$ cat src/rtl/mem_arbiter_pkg.sv
// mem_arbiter_pkg: shared constants for the memory arbiter.
//   - FSM state encodings (2-bit, legacy-compatible values)
//   - default memory read latency
package mem_arbiter_pkg;

    localparam int LAT_DEFAULT = 1;

    typedef logic [1:0] arb_state_t;

    localparam arb_state_t ST_IDLE  = 2'd0;
    localparam arb_state_t ST_ISSUE = 2'd1;
    localparam arb_state_t ST_WAIT  = 2'd2;
    localparam arb_state_t ST_ACK   = 2'd3;

endpackage

$ cat src/rtl/mem_arbiter_if.sv
// mem_arbiter_if: requester and memory-side bus of the memory arbiter.
//   req/rw/addr/wdata : per-requester request bundle (port i at [i*W +: W])
//   ack/rdata         : one-cycle completion pulse and read data
//   mem_*             : single-port synchronous memory handshake
// Modports:
//   master : requesters + memory model (drive req side, return mem_rdata)
//   slave  : the arbiter
interface mem_arbiter_if #(
    parameter int N  = 3,
    parameter int AW = 32,
    parameter int DW = 32
);
    logic [N-1:0]    req;
    logic [N-1:0]    rw;
    logic [N*AW-1:0] addr;
    logic [N*DW-1:0] wdata;
    logic [N-1:0]    ack;
    logic [DW-1:0]   rdata;
    logic            mem_en;
    logic            mem_rw;
    logic [AW-1:0]   mem_addr;
    logic [DW-1:0]   mem_wdata;
    logic [DW-1:0]   mem_rdata;

    modport master (
        output req, rw, addr, wdata, mem_rdata,
        input  ack, rdata, mem_en, mem_rw, mem_addr, mem_wdata
    );

    modport slave (
        input  req, rw, addr, wdata, mem_rdata,
        output ack, rdata, mem_en, mem_rw, mem_addr, mem_wdata
    );
endinterface

$ cat src/rtl/mem_arbiter_rr_pick.sv
// rr_pick: combinational round-robin selector.
//   req    in  N  : pending requests
//   last   in  PW : previous winner; search starts at last+1 (mod N)
//   any    out 1  : at least one request pending
//   winner out PW : selected port (0 when none)
module rr_pick #(
    parameter int N  = 3,
    parameter int PW = 2
) (
    input  logic [N-1:0]  req,
    input  logic [PW-1:0] last,
    output logic          any,
    output logic [PW-1:0] winner
);
    always_comb begin
        int unsigned idx;
        any    = 1'b0;
        winner = '0;
        for (int unsigned k = 1; k <= N; k++) begin
            // wrap by subtraction: last+k never exceeds 2N-1
            idx = 32'(last) + k;
            if (idx >= 32'(N))
                idx = idx - 32'(N);
            if (!any && req[idx[PW-1:0]]) begin
                any    = 1'b1;
                winner = idx[PW-1:0];
            end
        end
    end
endmodule

$ cat src/rtl/mem_arbiter.sv
// mem_arbiter: round-robin arbiter sharing one single-port synchronous
// memory among N requesters, one access at a time (IDLE/ISSUE/WAIT/ACK).
//   clk   in  : clock, rising edge
//   reset in  : synchronous, active-high
//   bus       : mem_arbiter_if.slave (requester req/ack + memory strobe)
//   busy  out : high whenever the FSM is not in IDLE
// A request seen in IDLE cycle c strobes memory in c+1, samples mem_rdata
// in c+1+LAT, acks in c+2+LAT and is back in IDLE in c+3+LAT.
module mem_arbiter
    import mem_arbiter_pkg::*;
#(
    parameter int N   = 3,
    parameter int AW  = 32,
    parameter int DW  = 32,
    parameter int LAT = LAT_DEFAULT
) (
    input  logic         clk,
    input  logic         reset,
    mem_arbiter_if.slave bus,
    output logic         busy
);
    localparam int PW = (N > 1) ? $clog2(N) : 1;
    localparam int CW = $clog2(LAT + 1);

    arb_state_t    state;
    logic [PW-1:0] last;
    logic [PW-1:0] gnt;
    logic          cap_rw;
    logic [CW-1:0] cnt;
    logic          pick_any;
    logic [PW-1:0] pick_win;

    rr_pick #(.N(N), .PW(PW)) u_pick (
        .req    (bus.req),
        .last   (last),
        .any    (pick_any),
        .winner (pick_win)
    );

    always_comb busy = (state != ST_IDLE);

    // The mem_* output registers double as the address/wdata capture
    // registers: they are loaded at grant and are only visible in ISSUE.
    always_ff @(posedge clk) begin
        if (reset) begin
            state         <= ST_IDLE;
            last          <= PW'(N - 1);
            gnt           <= '0;
            cap_rw        <= 1'b0;
            cnt           <= '0;
            bus.ack       <= '0;
            bus.rdata     <= '0;
            bus.mem_en    <= 1'b0;
            bus.mem_rw    <= 1'b0;
            bus.mem_addr  <= '0;
            bus.mem_wdata <= '0;
        end else begin
            case (state)
                ST_IDLE: begin
                    if (pick_any) begin
                        gnt           <= pick_win;
                        last          <= pick_win;
                        cap_rw        <= bus.rw[pick_win];
                        bus.mem_en    <= 1'b1;
                        bus.mem_rw    <= bus.rw[pick_win];
                        bus.mem_addr  <= bus.addr[pick_win*AW +: AW];
                        bus.mem_wdata <= bus.wdata[pick_win*DW +: DW];
                        state         <= ST_ISSUE;
                    end
                end
                ST_ISSUE: begin
                    bus.mem_en    <= 1'b0;
                    bus.mem_rw    <= 1'b0;
                    bus.mem_addr  <= '0;
                    bus.mem_wdata <= '0;
                    cnt           <= CW'(LAT);
                    state         <= ST_WAIT;
                end
                ST_WAIT: begin
                    // cnt==1 marks the cycle mem_rdata is valid
                    if (cnt == CW'(1)) begin
                        bus.rdata <= cap_rw ? '0 : bus.mem_rdata;
                        bus.ack   <= N'(1) << gnt;
                        state     <= ST_ACK;
                    end else begin
                        cnt <= cnt - 1'b1;
                    end
                end
                ST_ACK: begin
                    bus.ack   <= '0;
                    bus.rdata <= '0;
                    state     <= ST_IDLE;
                end
                default: state <= ST_IDLE;
            endcase
        end
    end
endmodule

$ cat src/flat_wrapper.sv
// flat-port wrapper written by rule: the top's interface ports become plain ports
module mem_arbiter_flat import mem_arbiter_pkg::*;
#(
    parameter int N   = 3,
    parameter int AW  = 32,
    parameter int DW  = 32,
    parameter int LAT = LAT_DEFAULT
)
  (clk, reset, busy, bus_req, bus_rw, bus_addr, bus_wdata, bus_mem_rdata, bus_ack, bus_rdata, bus_mem_en, bus_mem_rw, bus_mem_addr, bus_mem_wdata);
  mem_arbiter_if #(.N(N), .AW(AW), .DW(DW)) bus_i ();
  input  logic clk;
  input  logic reset;
  output logic busy;
  input wire logic [$bits(bus_i.req)-1:0] bus_req;
  input wire logic [$bits(bus_i.rw)-1:0] bus_rw;
  input wire logic [$bits(bus_i.addr)-1:0] bus_addr;
  input wire logic [$bits(bus_i.wdata)-1:0] bus_wdata;
  input wire logic [$bits(bus_i.mem_rdata)-1:0] bus_mem_rdata;
  output wire logic [$bits(bus_i.ack)-1:0] bus_ack;
  output wire logic [$bits(bus_i.rdata)-1:0] bus_rdata;
  output wire logic [$bits(bus_i.mem_en)-1:0] bus_mem_en;
  output wire logic [$bits(bus_i.mem_rw)-1:0] bus_mem_rw;
  output wire logic [$bits(bus_i.mem_addr)-1:0] bus_mem_addr;
  output wire logic [$bits(bus_i.mem_wdata)-1:0] bus_mem_wdata;
  assign bus_i.req = bus_req;
  assign bus_i.rw = bus_rw;
  assign bus_i.addr = bus_addr;
  assign bus_i.wdata = bus_wdata;
  assign bus_i.mem_rdata = bus_mem_rdata;
  assign bus_ack = bus_i.ack;
  assign bus_rdata = bus_i.rdata;
  assign bus_mem_en = bus_i.mem_en;
  assign bus_mem_rw = bus_i.mem_rw;
  assign bus_mem_addr = bus_i.mem_addr;
  assign bus_mem_wdata = bus_i.mem_wdata;
  mem_arbiter #(.N(N), .AW(AW), .DW(DW), .LAT(LAT)) u_core (.clk(clk), .reset(reset), .bus(bus_i), .busy(busy));
endmodule
$ cat config.mk
export PLATFORM = sky130hd
export DESIGN_NAME = mem_arbiter_flat
export DESIGN_NICKNAME = d
export VERILOG_FILES = /design/src/rtl/mem_arbiter_pkg.sv /design/src/rtl/mem_arbiter_if.sv /design/src/rtl/mem_arbiter_rr_pick.sv /design/src/rtl/mem_arbiter.sv /design/src/flat_wrapper.sv
export SDC_FILE = /design/constraint.sdc
export NUM_CORES = 1
export LEC_CHECK = 0
export CAP_MARGIN = 20
export CORE_AREA = 2 2 131 133
export CTS_BUF_LIST = sky130_fd_sc_hd__clkbuf_8 sky130_fd_sc_hd__clkbuf_16
export DETAILED_ROUTE_END_ITERATION = 8
export DIE_AREA = 0 0 133 135
export DONT_BUFFER_PORTS = 1
export PLACE_DENSITY_LB_ADDON = 0.08
export RECOVER_POWER = 25
export SLEW_MARGIN = 15
export SYNTH_ARGS = -nofsm -noshare
export SYNTH_HDL_FRONTEND = slang
export SYNTH_SLANG_ARGS = --single-unit
$ cat constraint.sdc
create_clock -name clk -period 2.8 [get_ports clk]
set_input_delay 0.56 -clock clk [delete_from_list [all_inputs] [get_ports clk]]
set_output_delay 0.56 -clock clk [all_outputs]
set_load 0.03 [all_outputs]
==> results.json <==
{
  "power.switching_mw": 3.18,
  "cts_root_buf": "clkbuf_16",
  "die_y_um": 135,
  "dieArea_sq_um": 18000,
  "ys_seq_elements": 108,
  "synthFlopType": "dfxtp_1",
  "outcome": "finished clean",
  "die_width_um": 133,
  "cts_tree": "built",
  "ant_nets": 0,
  "synth_top_family_by_area": "compound AO/OA/AOI/OAI gates",
  "synth_top_area_cell": "dfxtp_1",
  "synth_area_sq_um": 5060,
  "synth_edf_count": 0,
  "synthTopCellsByArea": "dfxtp_1 43%, mux2i_1 13%, a22oi_1 8.0%",
  "syn_area_per_cell_sq_um": 9.40,
  "hpwl_um": 12100,
  "synth_cells": 538,
  "drcViolationCount": 0,
  "crit_path_start_kind": "flop",
  "crit_path_end_kind": "flop",
  "async_reset_ff_share_pct": 0,
  "fin_crit_sh_pct": 93.2,
  "drive_gt1_share_pct": 13.9,
  "max_stage_delay_ps": 350,
  "powerDensity_nw_per_um2": 1270,
  "p_total_mw": 7.33,
  "grt-ovfl-total": 0,
  "antenna_found_initial": 0,
  "switching_share_pct": 43.4,
  "period_needed_ps": 2610,
  "max_slew_margin_pct": 55.5,
  "synth.area.mux_share_pct": 13.9,
  "yosys.area_share.simple_pct": 9.55,
  "yosysSeqAreaShare_pct": 42.7,
  "cts_hold_buf": 0,
  "io_buffers": 0,
  "worst_pin_slew_ps": 654,
  "grt.total_usage_pct": 17.1,
  "fin_util_pct": 35.1,
  "synth_nets": 778,
  "path_cells": "inv_2 -> ha_1 -> buf_4 -> nand2b_1 -> or3_1 -> o211ai_1 -> buf_4 -> nor4_4 -> buf_4 -> clkbuf_16 -> a22oi_1 -> o21ai_0",
  "max_freq_mhz": 383,
  "numCtsBuffers": 9,
  "drv_cap": 0,
  "viasPerCell": 5.49,
  "synth-compound-area-share_pct": 26.3,
  "synth_top_area_share_pct": 42.7,
  "synth_cell_types": 46,
  "synthTopCellsByCount": "108 x dfxtp_1, 68 x mux2i_1, 54 x a22oi_1, 41 x nand2_1, 40 x a21oi_1",
  "rows": 47,
  "setup_viol": 0,
  "final_nets": 768,
  "pwr-share-seq_pct": 36.7,
  "maxSlewViolCount": 0,
  "worstPathArrival_ps": 2830,
  "drtPass1Iterations": 4,
  "area_growth_pct": 13.8,
  "fin_skew_ps": 4.85,
  "grt_pass1_wl_um": 23600,
  "grt_max_degree": 56,
  "internal_power_mw": 4.15,
  "diodes": 0,
  "path_clk_slew_ps": 70,
  "cts_sinks": 108,
  "path_common_cell": "buf_4",
  "clkLatencyLatePin_ps": 350,
  "wl_per_cell_um": 21.9,
  "worstPathRequired_ps": 3020,
  "synthXorXnorAreaFrac_pct": 0,
  "vias": 4133,
  "vdd_drop_max_mv": 0.657,
  "worst-path-max-fanout": 27,
  "finalWeightedCongestion": 0.764,
  "min_path_type": "input pin to flop",
  "ioPinCount": 334,
  "slowest_stage": "dfxtp_1",
  "core-area_sq_um": 16400,
  "synth.most_common_cell": "dfxtp_1",
  "drt-initial-drc-count": 150,
  "clk_path_buf_depth": 2,
  "path_class": "flop to flop",
  "wl_um": 16500,
  "static-leakage-power_nw": 2.20,
  "htreeDepth": 3,
  "pwr-share-clk_pct": 20.8,
  "pwr-share-comb_pct": 42.4,
  "grt_pass1_vias": 4107,
  "start_util_pct": 30.8,
  "final-hold-violation-count": 0,
  "yosys_warnings": 0,
  "synth-adder-area-share_pct": 1.98,
  "fin_hold_ws_ps": 268
}
area by class of cell:
cell class	instances	area [sq um]
tap	220	275
timing repair buffer	21	241
clock inverter	6	119
clock buffer	10	239
multi-input combinational	378	2680
inverter	10	37.5
sequential	108	2160
fill	1647	10700
power by group through the flow:
stage / registers, mW / logic (mW) / clock network (mW)
after detailed placement: 2.73 / 3.07 / 0
after global placement: 2.73 / 2.98 / 0
after global routing: 2.73 / 3.41 / 1.64
final: 2.69 / 3.11 / 1.53
after floorplan: 2.63 / 2.40 / 0
after CTS: 2.70 / 3.06 / 1.59
state kept, by name (all words and copies together), names as in the netlist:
name and cells:
u_core.bus.ack 3, u_core.last 1, u_core.bus.mem_wdata 32, u_core.cap_rw 1, u_core.bus.mem_addr 32, u_core.gnt 2, u_core.bus.rdata 32, u_core.bus.mem_en 1
u_core.bus.mem_rw 1, u_core.cnt 1, u_core.state 2
worst max-delay path, delay by kind of cell, from the launching register on:
kind,cells,cell delay (ps)
buffers and inverters,5,800
adders and majority gates,1,220
DFF,1,350
and+or+nand+nor,3,500
AOI/OAI and AO/OA,3,580
metal layers:
metal,global-route usage [%],share of wire (%),routed length [um]
met3,5.67,9.1,1490
met4,6.99,2.0,324
met2,30.2,51,8340
met1,19.0,38,6300
met5,0,0,0
cell families (layout without fill, tap and decap cells):
kind of cell,count (synthesis),count (layout)
AND/OR/NAND/NOR,104,104
adder cells (fa/ha/maj),8,8
flip-flops,108,108
buffers and inverters,52,47
multiplexers,70,70
AO/OA/AOI/OAI,196,196
final timing paths:
check,from,end,slack [ps],depth (start not counted)
setup / recovery,u_core.gnt[0],u_core.bus.mem_wdata[19],190,12
hold / removal,reset,u_core.bus.rdata[30],270,1
setup reg to reg,u_core.gnt[0],u_core.bus.mem_wdata[19],190,12
hold reg to reg,u_core.gnt[1],u_core.gnt[1],500,2
stage by stage:
| stage | cell area [sq um] | worst slack, ps | instances | setup TNS (ps) |
|---|---|---|---|---|
| 3_3_place_gp | 5330 | 37.7 | 734 | 0 |
| 6_report | 5760 | 191 | 753 | 0 |
| 3_5_place_dp | 5330 | 59.3 | 734 | 0 |
| 4_1_cts | 5690 | 32.2 | 750 | 0 |
| 2_1_floorplan | 5060 | 177 | 538 | 0 |
| 5_1_grt | 5760 | -3.60 | 753 | -4.99 |
layout by cell type (no fill, tap or decap), types with 2 or more instances in the layout:
cell type / n
a211oi_1: 2
a21oi_1: 40
a22oi_1: 50
a22oi_2: 14
a32o_1: 3
buf_12: 5
buf_4: 14
bufinv_16: 3
clkbuf_16: 10
dfxtp_1: 108
ha_1: 7
inv_1: 9
mux2_2: 2
mux2i_1: 67
nand2_1: 41
nand2b_1: 3
nand3_1: 35
nor2_1: 15
nor4_1: 3
o21ai_0: 31
o21ai_1: 31
o21ai_2: 8
timing repair:
action | CTS | global route
endpoints found under the setup margin | 0 | 65
resized for setup | 0 | 8
endpoints found under the hold margin | 0 | 0
buffers inserted | 0 | 2
Power figures use the tool's default switching activity.
